## src/rtl/id_issue_queue_pkg.sv

```systemverilog
// rtl/id_issue_queue_pkg.sv - MIPS opcode/func constants and field extractors shared by issue queue and decode
package id_issue_queue_pkg;

   localparam logic [5:0] OP_SPEC   = 6'h00;
   localparam logic [5:0] OP_REGIMM = 6'h01;
   localparam logic [5:0] OP_J      = 6'h02;
   localparam logic [5:0] OP_JAL    = 6'h03;
   localparam logic [5:0] OP_BEQ    = 6'h04;
   localparam logic [5:0] OP_BNE    = 6'h05;
   localparam logic [5:0] OP_BLEZ   = 6'h06;
   localparam logic [5:0] OP_BGTZ   = 6'h07;
   localparam logic [5:0] OP_ADDI   = 6'h08;
   localparam logic [5:0] OP_ADDIU  = 6'h09;
   localparam logic [5:0] OP_SLTI   = 6'h0a;
   localparam logic [5:0] OP_SLTIU  = 6'h0b;
   localparam logic [5:0] OP_ANDI   = 6'h0c;
   localparam logic [5:0] OP_ORI    = 6'h0d;
   localparam logic [5:0] OP_XORI   = 6'h0e;
   localparam logic [5:0] OP_LUI    = 6'h0f;
   localparam logic [5:0] OP_COP0   = 6'h10;
   localparam logic [5:0] OP_LB     = 6'h20;
   localparam logic [5:0] OP_LH     = 6'h21;
   localparam logic [5:0] OP_LW     = 6'h23;
   localparam logic [5:0] OP_LBU    = 6'h24;
   localparam logic [5:0] OP_LHU    = 6'h25;
   localparam logic [5:0] OP_SB     = 6'h28;
   localparam logic [5:0] OP_SH     = 6'h29;
   localparam logic [5:0] OP_SW     = 6'h2b;

   localparam logic [5:0] FN_SLL     = 6'h00;
   localparam logic [5:0] FN_SRL     = 6'h02;
   localparam logic [5:0] FN_SRA     = 6'h03;
   localparam logic [5:0] FN_JR      = 6'h08;
   localparam logic [5:0] FN_JALR    = 6'h09;
   localparam logic [5:0] FN_SYSCALL = 6'h0c;
   localparam logic [5:0] FN_BREAK   = 6'h0d;
   localparam logic [5:0] FN_MFHI    = 6'h10;
   localparam logic [5:0] FN_MTHI    = 6'h11;
   localparam logic [5:0] FN_MFLO    = 6'h12;
   localparam logic [5:0] FN_MTLO    = 6'h13;
   localparam logic [5:0] FN_MULT    = 6'h18;
   localparam logic [5:0] FN_MULTU   = 6'h19;
   localparam logic [5:0] FN_DIV     = 6'h1a;
   localparam logic [5:0] FN_DIVU    = 6'h1b;
   localparam logic [5:0] FN_ERET    = 6'h18;

   localparam logic [4:0] CP0_MF = 5'h00;
   localparam logic [4:0] CP0_MT = 5'h04;
   localparam logic [4:0] RA     = 5'd31;

   function automatic logic [5:0] get_op(input logic [31:0] inst);
      return inst[31:26];
   endfunction

   function automatic logic [4:0] get_rs(input logic [31:0] inst);
      return inst[25:21];
   endfunction

   function automatic logic [4:0] get_rt(input logic [31:0] inst);
      return inst[20:16];
   endfunction

   function automatic logic [4:0] get_rd(input logic [31:0] inst);
      return inst[15:11];
   endfunction

   function automatic logic [5:0] get_func(input logic [31:0] inst);
      return inst[5:0];
   endfunction

endpackage

```

## src/rtl/id_issue_queue_predec.sv

```systemverilog
// rtl/id_issue_queue_predec.sv - iq_predec: register usage and class flags for one queued instruction
module iq_predec
   import id_issue_queue_pkg::*;
(
   input  logic [31:0] inst,
   output logic [4:0]  rs,
   output logic [4:0]  rt,
   output logic        rs_ren,
   output logic        rt_ren,
   output logic [4:0]  wreg,
   output logic        regwen,
   output logic        is_br,
   output logic        is_mem,
   output logic        is_hilo,
   output logic        is_priv
);

   logic [5:0] op;
   logic [5:0] fn;
   logic [4:0] rd;

   always_comb begin
      op      = get_op(inst);
      fn      = get_func(inst);
      rd      = get_rd(inst);
      rs      = get_rs(inst);
      rt      = get_rt(inst);
      rs_ren  = 1'b0;
      rt_ren  = 1'b0;
      wreg    = 5'd0;
      regwen  = 1'b0;
      is_br   = 1'b0;
      is_mem  = 1'b0;
      is_hilo = 1'b0;
      is_priv = 1'b0;
      case (op)
         OP_SPEC: begin
            case (fn)
               FN_SLL, FN_SRL, FN_SRA: begin
                  rt_ren = 1'b1; wreg = rd; regwen = 1'b1;
               end
               FN_JR: begin
                  rs_ren = 1'b1; is_br = 1'b1;
               end
               FN_JALR: begin
                  rs_ren = 1'b1; is_br = 1'b1; wreg = RA; regwen = 1'b1;
               end
               FN_SYSCALL, FN_BREAK: is_priv = 1'b1;
               FN_MFHI, FN_MFLO: begin
                  is_hilo = 1'b1; wreg = rd; regwen = 1'b1;
               end
               FN_MTHI, FN_MTLO: begin
                  is_hilo = 1'b1; rs_ren = 1'b1;
               end
               FN_MULT, FN_MULTU, FN_DIV, FN_DIVU: begin
                  is_hilo = 1'b1; rs_ren = 1'b1; rt_ren = 1'b1;
               end
               default: begin
                  rs_ren = 1'b1; rt_ren = 1'b1; wreg = rd; regwen = 1'b1;
               end
            endcase
         end
         OP_REGIMM: begin
            // rt[4] selects the linking forms bltzal/bgezal
            rs_ren = 1'b1; is_br = 1'b1;
            if (rt[4]) begin
               wreg = RA; regwen = 1'b1;
            end
         end
         OP_J:   is_br = 1'b1;
         OP_JAL: begin
            is_br = 1'b1; wreg = RA; regwen = 1'b1;
         end
         OP_BEQ, OP_BNE: begin
            is_br = 1'b1; rs_ren = 1'b1; rt_ren = 1'b1;
         end
         OP_BLEZ, OP_BGTZ: begin
            is_br = 1'b1; rs_ren = 1'b1;
         end
         OP_LUI: begin
            wreg = rt; regwen = 1'b1;
         end
         OP_ADDI, OP_ADDIU, OP_SLTI, OP_SLTIU, OP_ANDI, OP_ORI, OP_XORI: begin
            rs_ren = 1'b1; wreg = rt; regwen = 1'b1;
         end
         OP_COP0: begin
            if (rs == CP0_MF) begin
               is_priv = 1'b1; wreg = rt; regwen = 1'b1;
            end else if (rs == CP0_MT) begin
               is_priv = 1'b1; rt_ren = 1'b1;
            end else if (inst[25] && inst[24:6] == 19'd0 && fn == FN_ERET) begin
               is_priv = 1'b1;
            end
         end
         OP_LB, OP_LH, OP_LW, OP_LBU, OP_LHU: begin
            is_mem = 1'b1; rs_ren = 1'b1; wreg = rt; regwen = 1'b1;
         end
         OP_SB, OP_SH, OP_SW: begin
            is_mem = 1'b1; rs_ren = 1'b1; rt_ren = 1'b1;
         end
         default: ;
      endcase
   end

endmodule

```

## src/rtl/id_issue_queue.sv

```systemverilog
// rtl/id_issue_queue.sv - circular fetch buffer with in-order dual-issue pairing toward decode
module id_issue_queue
   import id_issue_queue_pkg::*;
#(
   parameter int DEPTH   = 8,
   parameter int FETCH_W = 2,
   parameter int ISSUE_W = 2
)
(
   input  logic                      clk,
   input  logic                      rst,
   input  logic                      in_valid,
   input  logic [1:0]                in_cnt,
   input  logic [32*FETCH_W-1:0]     in_inst,
   input  logic [32*FETCH_W-1:0]     in_pc,
   output logic                      in_ready,
   input  logic                      flush,
   output logic [ISSUE_W-1:0]        out_valid,
   output logic [32*ISSUE_W-1:0]     out_inst,
   output logic [32*ISSUE_W-1:0]     out_pc,
   input  logic                      out_ready,
   output logic [$clog2(DEPTH):0]    count
);

   localparam int PW = $clog2(DEPTH);
   localparam int CW = PW + 1;

   logic [31:0]   inst_q [DEPTH];
   logic [31:0]   pc_q   [DEPTH];
   logic [PW-1:0] head;
   logic [PW-1:0] tail;
   logic [CW-1:0] cnt;
   logic          push;
   logic [CW-1:0] push_n;
   logic [CW-1:0] pop_n;
   logic          l0_ok;

   logic [31:0] lane_inst [ISSUE_W];
   logic [4:0]  rs        [ISSUE_W];
   logic [4:0]  rt        [ISSUE_W];
   logic        rs_ren    [ISSUE_W];
   logic        rt_ren    [ISSUE_W];
   logic [4:0]  wreg      [ISSUE_W];
   logic        regwen    [ISSUE_W];
   logic        is_br     [ISSUE_W];
   logic        is_mem    [ISSUE_W];
   logic        is_hilo   [ISSUE_W];
   logic        is_priv   [ISSUE_W];

   assign count    = cnt;
   assign in_ready = (CW'(DEPTH) - cnt) >= CW'(FETCH_W);
   assign push     = in_valid && in_ready;
   assign push_n   = push ? CW'(in_cnt) : '0;

   for (genvar i = 0; i < ISSUE_W; i++) begin : g_lane
      logic [PW-1:0] idx;
      assign idx                  = head + PW'(i);
      assign lane_inst[i]         = inst_q[idx];
      assign out_inst[32*i +: 32] = inst_q[idx];
      assign out_pc[32*i +: 32]   = pc_q[idx];

      iq_predec u_predec (
         .inst    (lane_inst[i]),
         .rs      (rs[i]),
         .rt      (rt[i]),
         .rs_ren  (rs_ren[i]),
         .rt_ren  (rt_ren[i]),
         .wreg    (wreg[i]),
         .regwen  (regwen[i]),
         .is_br   (is_br[i]),
         .is_mem  (is_mem[i]),
         .is_hilo (is_hilo[i]),
         .is_priv (is_priv[i])
      );
   end

   // A branch is held until its delay slot sits behind it in the queue
   assign l0_ok = (cnt != '0) && !(is_br[0] && cnt < CW'(2));

   if (ISSUE_W == 2) begin : g_dual
      logic raw;
      logic pair_ok;
      logic unused_pred;
      assign raw = regwen[0] && (wreg[0] != 5'd0) &&
                   ((rs_ren[1] && rs[1] == wreg[0]) || (rt_ren[1] && rt[1] == wreg[0]));
      // both-hilo also covers mfhi/mflo behind a HI/LO writer
      assign pair_ok = is_br[0] ||
                       (!is_br[1] && !is_priv[0] && !is_priv[1] &&
                        !(is_mem[0] && is_mem[1]) && !(is_hilo[0] && is_hilo[1]) && !raw);
      assign out_valid   = {l0_ok && (cnt >= CW'(2)) && pair_ok, l0_ok};
      assign unused_pred = ^{rs[0], rt[0], rs_ren[0], rt_ren[0], wreg[1], regwen[1]};
   end else begin : g_single
      logic unused_pred;
      assign out_valid   = l0_ok;
      assign unused_pred = ^{rs[0], rt[0], rs_ren[0], rt_ren[0], wreg[0], regwen[0],
                             is_mem[0], is_hilo[0], is_priv[0]};
   end

   always_comb begin
      pop_n = '0;
      for (int i = 0; i < ISSUE_W; i++) begin
         if (out_valid[i]) pop_n = pop_n + CW'(1);
      end
      if (!out_ready) pop_n = '0;
   end

   always_ff @(posedge clk) begin
      if (rst || flush) begin
         head <= '0;
         tail <= '0;
         cnt  <= '0;
      end else begin
         if (push) begin
            for (int i = 0; i < FETCH_W; i++) begin
               if (i < int'(in_cnt)) begin
                  inst_q[tail + PW'(i)] <= in_inst[32*i +: 32];
                  pc_q[tail + PW'(i)]   <= in_pc[32*i +: 32];
               end
            end
         end
         tail <= tail + PW'(push_n);
         head <= head + PW'(pop_n);
         cnt  <= cnt + push_n - pop_n;
      end
   end

endmodule

```

## config.mk

```make
export PLATFORM = sky130hd
export DESIGN_NAME = id_issue_queue
export DESIGN_NICKNAME = d
export VERILOG_FILES = /design/src/rtl/id_issue_queue_pkg.sv /design/src/rtl/id_issue_queue_predec.sv /design/src/rtl/id_issue_queue.sv
export SDC_FILE = /design/constraint.sdc
export NUM_CORES = 1
export LEC_CHECK = 0
export BUFFER_PORTS_ARGS = -buffer_cell sky130_fd_sc_hd__buf_2
export CORE_ASPECT_RATIO = 1.75
export CORE_MARGIN = 1.5
export CORE_UTILIZATION = 41
export DETAILED_ROUTE_END_ITERATION = 7
export PLACE_DENSITY = 0.7
export SLEW_MARGIN = 30
export SYNTH_ARGS = -nofsm -noshare
export SYNTH_HDL_FRONTEND = slang
export SYNTH_SLANG_ARGS = --single-unit
export TNS_END_PERCENT = 5
```

## constraint.sdc

```tcl
create_clock -name clk -period 8.9 [get_ports clk]
set_input_delay 2.67 -clock clk [delete_from_list [all_inputs] [get_ports clk]]
set_output_delay 2.67 -clock clk [all_outputs]
set_load 0.02 [all_outputs]
```

# Word-level counts from Yosys, hierarchy flattened
# Memory sizes are Yosys's and may differ from the RTL's. A register that Yosys moved wholly into a read port is not among the register bits.
# Index checks and enable logic that the tools add are counted.
[totals]
ff_bits = 10
latchBits = 0
ramBits = 512
romBits = 0
in_bits = 135
output_inout_bits = 135
word_cells = 199
mem_count = 2
[memory_table]
columns = ["name", "depth", "width", "rd", "rd_clocked_by_memory_dff", "wr", "line", "rtl"]
rows = [
  ["inst_q", 8, 32, 2, 1, 2, "id_issue_queue.sv:28", "logic [31:0] inst_q [DEPTH];"],
  ["pc_q", 8, 32, 2, 1, 2, "id_issue_queue.sv:29", "logic [31:0] pc_q [DEPTH];"],
]
[classes]
add_sub_neg = 8
n_mul = 0
n_div = 0
magnitude_cmp = 5
n_eq_ne = 77
n_shift = 0
mux = 48
n_bitwise = 0
reduce_logical = 56
[ops]
columns = ["operator", "n"]
rows = [
  ["$eq A6 B4 Y1 const B", 23],
  ["$eq A6 B5 Y1 const B", 18],
  ["$eq A6 B6 Y1 const B", 16],
  ["$eq A6 B3 Y1 const B", 8],
  ["$reduce_or A8 Y1", 5],
  ["$logic_not A19 Y1", 2],
  ["$eq A6 B2 Y1 const B", 6],
  ["$mux W1", 32],
  ["$pmux W5 S5", 1],
  ["$reduce_or A7 Y1", 3],
  ["$logic_and A1 B1 Y1", 20],
  ["$reduce_or A20 Y1", 1],
  ["$logic_not A6 Y1", 3],
  ["$reduce_or A14 Y1", 1],
  ["$reduce_or A13 Y1", 1],
  ["$eq A6 B1 Y1 const B", 2],
  ["$eq A5 B3 Y1 const B", 2],
  ["$eq A5 B5 Y1", 2],
  ["$logic_not A5 Y1", 2],
  ["$mux W5", 2],
  ["$pmux W1 S2", 5],
  ["$pmux W5 S2", 1],
  ["$reduce_or A9 Y1", 1],
  ["$ge A4 B2 Y1 const B", 2],
  ["20 further kinds", 35],
]

# Logic depth before layout (Yosys ltp)
# An unclocked memory read counts as a cell.
[depth]
ltp_word = 20
depth_mapped = 24
ltp_nobuf = 21

# Cells and area by module
# Synthesis repeated with hierarchy kept, for this count alone.
[hier_totals]
cells_unflattened = 1821
hier_area_um2 = 31649.1
[modules_own_cells]
columns = ["module", "instances", "cells_each", "area_per_inst_um2", "seq_area_each_um2"]
rows = [
  ["id_issue_queue", 1, 1665, 30530.5, 15574.9],
  ["iq_predec (g_lane[1].u_predec)", 1, 81, 579.3, 0.0],
  ["iq_predec (g_lane[0].u_predec)", 1, 75, 539.3, 0.0],
]

# Least setup slack after synthesis
# OpenSTA, ideal clock, no wires.
[synth_timing]
path_type = "input to register"
start = "input port flush"
end = "memory inst_q[3][0], enable pin"
setup_time_ns = 0.584
t_arrival_ns = 8.251
required_ns = 8.316
setup_slack_ns = 0.065
stages = 5
n_path_buf = 1
cell_sequence = "or2_2 clkbuf_1 a21oi_1 nand2_1 o32ai_1"
[synth_lines]
columns = ["element", "line", "rtl"]
rows = [
  ["start: declaration", "id_issue_queue.sv:17", "input logic flush,"],
  ["end: declaration", "id_issue_queue.sv:28", ""],
]

# Worst setup path in the final report
[layout_timing]
start = "register head[1]"
end = "output port out_valid[1]"
[layout_via]
elab_chain_cells = 16
elab_cells_between_ends = 91
cone_classes = "add/sub: 1; eq/ne: 40; mux: 16; reduce/logical: 33; memory: 1"
[layout_rtl]
columns = ["element", "line", "rtl"]
rows = [
  ["start: declaration", "id_issue_queue.sv:30", "logic [PW-1:0] head;"],
  ["start signal: assignment", "id_issue_queue.sv:122", "head <= head + PW'(pop_n);"],
  ["$add A3 B1 Y3 *", "id_issue_queue.sv:57", "assign idx = head + PW'(i);"],
  ["$mem_v2 Z8 W32 *", "-", ""],
  ["$logic_not A19 Y1", "id_issue_queue_predec.sv:91", "end else if (inst[25] && inst[24:6] == 19'd0 && fn == FN_ERET) begin"],
  ["$logic_and A1 B1 Y1 (2 in series)", "id_issue_queue_predec.sv:91", ""],
  ["$mux W1", "id_issue_queue_predec.sv:91", ""],
  ["$mux W1", "id_issue_queue_predec.sv:89", "end else if (rs == CP0_MT) begin"],
  ["$mux W1", "id_issue_queue_predec.sv:87", "if (rs == CP0_MF) begin"],
  ["$pmux W1 S2", "id_issue_queue_predec.sv:36", "case (op)"],
  ["$logic_not A1 Y1", "id_issue_queue.sv:88", "(!is_br[1] && !is_priv[0] && !is_priv[1] &&"],
  ["$logic_and A1 B1 Y1 (2 in series)", "id_issue_queue.sv:88", ""],
  ["$logic_and A1 B1 Y1", "id_issue_queue.sv:89", "!(is_mem[0] && is_mem[1]) && !(is_hilo[0] && is_hilo[1]) && !raw);"],
  ["$logic_and A1 B1 Y1 *", "id_issue_queue.sv:89", ""],
  ["$logic_or A1 B1 Y1 *", "id_issue_queue.sv:87", "assign pair_ok = is_br[0] ||"],
  ["$logic_and A1 B1 Y1 *", "id_issue_queue.sv:90", "assign out_valid = {l0_ok && (cnt >= CW'(2)) && pair_ok, l0_ok};"],
  ["end: declaration", "id_issue_queue.sv:18", "output logic [ISSUE_W-1:0] out_valid,"],
]
# Mark *: on every way between the ends. The rest lies on a longest branch, timed or not.

==> reports/qor.yml <==
min_path_type: "register to register"
finalPower_mw: 7.61
report.final.setup_viol: 0
worst-endpoint-arrival_ns: 5.10
final_design_area_no_fill_mm2: 0.0350
hpwl_um: 60800
synthCells: 1789
critical-path-top-delay-family: "simple AND/OR/NAND/NOR gates"
relative_max_transition_margin_pct: 33.4
rsz_0062_raised_after_global_routing: "no"
maxClockFrequency_ghz: 0.129
final_min_period_over_clock_period_pct: 87.3
finalWorstPathRequiredPeriod_ns: 7.77
worstHoldStart: "count[0]"
die_x_um: 210
finalSetupTns_ns: 0
critical_path.reg2reg.startpoint: "head[1]"
critical_path.max_stage_delay_ns: 0.84
placement_rows: 132
timing_max_transition_violations_final: 0
initial_standard_cell_utilization_of_the_core_pct: 41.5
critical_path_buf_inv_count: 3
synth_top_area_cell: "sky130_fd_sc_hd__edfxtp_1"
clock_transition_time_at_the_flip_flop_clock_pins_of_the_worst_setup_and_hold_paths_ns: 0.07
r2r.worst_path.cells: 21
r2r_slack_ns: 2.58
cts.htree.levels: 2
clock_skew_ns: 0.0222
fin_nets: 2176
ys_top_cells_by_count: "617 x sky130_fd_sc_hd__mux2_2, 512 x sky130_fd_sc_hd__edfxtp_1, 254 x sky130_fd_sc_hd__mux4_2"
crit_fanout: 41
power_density_over_the_cells_mw_per_mm2: 217
syn2layout_area_growth_pct: 13.5
postSynth.asyncResetShare_pct: 0
io-pin-count: 270
crit-reg2reg-capture: "count[3]"
maximum_number_of_pins_on_one_net_before_global_route_repair: 136
postCtsResizedCells: 0
synthMostInstantiatedCell: "sky130_fd_sc_hd__mux2_2"
cts_tree: "done"
synth_top_area_share_pct: 49.8
worst_slack_ns: 1.13
grt_first_pass_wirelength_um: 139000
timing.hold.worst_endpoint: "count[0]"
synth_flop_cell: "sky130_fd_sc_hd__edfxtp_1"
floorplan.die.height_um: 366
vias_in_the_first_global_route: 20800
placed_area_mm2: 0.0333
quantity_of_hold_fixing_buffers_added_after_cts: 0
number_of_storage_elements_in_the_synthesis_netlist: 522
drc: 0
post_synth_net_total: 1942
postCtsSetupRepairBufs: 0
netlist_top_cells_area: "sky130_fd_sc_hd__edfxtp_1 50%, sky130_fd_sc_hd__mux2_2 23%, sky130_fd_sc_hd__mux4_2 19%, sky130_fd_sc_hd__mux2i_1 0.94%, sky130_fd_sc_hd__buf_2 0.92%"
grt_antenna_before_repair: 30
die_area_mm2: 0.0770
synth_area_mm2: 0.0308
report.final.hold_viol_count: 0
placement.setup.worst_slack_ns: 1.62
synthesis.area_per_instance_um2: 17.2
global_route.usage.total_pct: 24.8
drt_iter0_markers: 1329
yosys_warnings: 0
cts_buffers: 53
synth-edff-count: 512
timing.hold.worst_path_depth: 2
outcome: "complete, no violations"
cts_root_buf: "sky130_fd_sc_hd__clkbuf_16"
crit_path_cell_trace: "ha_4, xor2_4, buf_4, mux2i_1, inv_1, nor4_1, and4_1, nand4_1, a21oi_1, nor3_1, o21ai_0, a21oi_2, buf_2"
io_buffers: 269
clock_latency_on_the_worst_skew_pair_ns: 0.62
maxCapViolations: 0
drt-total-wl_um: 95600
postRouteAntennaNets: 0
max_slew.worst_pin.slew_ns: 0.990
iteration_count_of_the_initial_detailed_routing_pass: 5
num_vias: 18900
kind_of_start_point_of_the_critical_path: "register"
critPathSlowestCell: "sky130_fd_sc_hd__dfxtp_4"
clockBufferDepth: 3
end_kind: "output port"
crit_required_ns: 6.23
grt-ovfl-total: 0
power.leakage_nw: 11.2
criticalPathCategory: "register to output port"
drt-wirelength-per-cell_um: 31.8
tritoncts_num_sinks: 522
power.ir.vdd_worst_uv: 162
synth.yosys.seq_area_share_pct: 50.5
fillers: 6408
proportion_of_layout_cells_with_a_drive_suffix_above_1_pct: 63.0
yosys.cell_types.count: 69
core-area_mm2: 0.0743
route.detailed.vias_per_inst: 6.30
finalWeightedCongestion: 0.876
-- where the power goes --
part	switching (mW)	internal (mW)	total [mW]
clock network	0.987	1.24	2.23
logic	1.42	1.12	2.54
registers	0.0587	2.79	2.85
total	2.47	5.14	7.61
-- layout by cell type, fill, tap and decap left out, types with 5 or more instances in the layout --
master	instances
sky130_fd_sc_hd__edfxtp_1	512
sky130_fd_sc_hd__mux2_2	617
sky130_fd_sc_hd__nand2_1	12
sky130_fd_sc_hd__a21oi_1	10
sky130_fd_sc_hd__nor2_1	28
sky130_fd_sc_hd__mux2i_1	29
sky130_fd_sc_hd__and2_1	9
sky130_fd_sc_hd__xnor2_1	13
sky130_fd_sc_hd__diode_2	8
sky130_fd_sc_hd__nor3_1	7
sky130_fd_sc_hd__inv_1	31
sky130_fd_sc_hd__buf_4	27
sky130_fd_sc_hd__o21ai_0	5
sky130_fd_sc_hd__buf_2	269
sky130_fd_sc_hd__clkinv_2	13
sky130_fd_sc_hd__nand3_1	13
sky130_fd_sc_hd__clkinv_1	10
sky130_fd_sc_hd__mux4_2	254
sky130_fd_sc_hd__dfxtp_1	7
sky130_fd_sc_hd__nor2b_1	5
sky130_fd_sc_hd__clkbuf_1	7
sky130_fd_sc_hd__clkbuf_16	55
sky130_fd_sc_hd__ha_1	13
sky130_fd_sc_hd__buf_6	6
-- flip-flops by register name (all words and copies together) (netlist names) --
register and flops:
pc_q 256, inst_q 256, head 3, tail 3
count 4
-- worst max path at each step --
stage	startpoint	end	slack, ns	depth (start not counted)
global placement	head[1]	out_valid[1]	1.66	13
floorplan	flush	inst_q[3][0]	0.07	5
global route	head[1]	out_valid[1]	0.87	13
finish	head[1]	out_valid[1]	1.13	13
CTS	head[1]	out_valid[1]	0.92	13
detailed placement	head[1]	out_valid[1]	1.62	13
-- logic make-up after synthesis --
kind of cell | synth area share (%)
muxes | 42.3
and+or+nand+nor | 2.02
buffers and inverters | 2.52
DFF | 50.5
adders and majority gates | 0.827
AOI/OAI and AO/OA | 1.33
xor gates and xnor gates | 0.507
-- worst min-delay path: cells and delay by family, from the launching register on --
kind / cells / cell delay (ns)
fa+ha+maj: 1 / 0.14
simple gates: 1 / 0.10
flops: 1 / 0.39
-- cell type report --
class	count	area [um^2]	share of cell area [%]
Antenna cell	8	20.0	0.0572
Clock buffer	62	1400	4.01
Tap cell	938	1170	3.35
Inverter	34	128	0.365
Multi-Input combinational cell	1104	14700	41.9
Sequential cell	522	15600	44.5
Timing Repair Buffer	308	1760	5.02
Clock inverter	33	274	0.783
-- routing by layer --
metal / track usage (%) / vias up / routed length [um]
li1: - / 7915 / -
met1: 27.2 / 9900 / 33400
met2: 44.6 / 834 / 50200
met3: 5.74 / 268 / 7070
met4: 12.1 / 30 / 4750
met5: 0 / - / 195
-- through the flow --
| step | util, % | hold WS (ns) | std cells |
|---|---|---|---|
| after floorplan | - | 0.581 | 1789 |
| after global placement | 44.7 | 0.659 | 2901 |
| after detailed placement | 44.7 | 0.651 | 2904 |
| after CTS | 47.0 | 0.673 | 2999 |
| after global routing | 47.1 | 0.720 | 3007 |
| final | 47.1 | 0.659 | 3009 |
No activity file was read; power rests on OpenSTA's default activity.
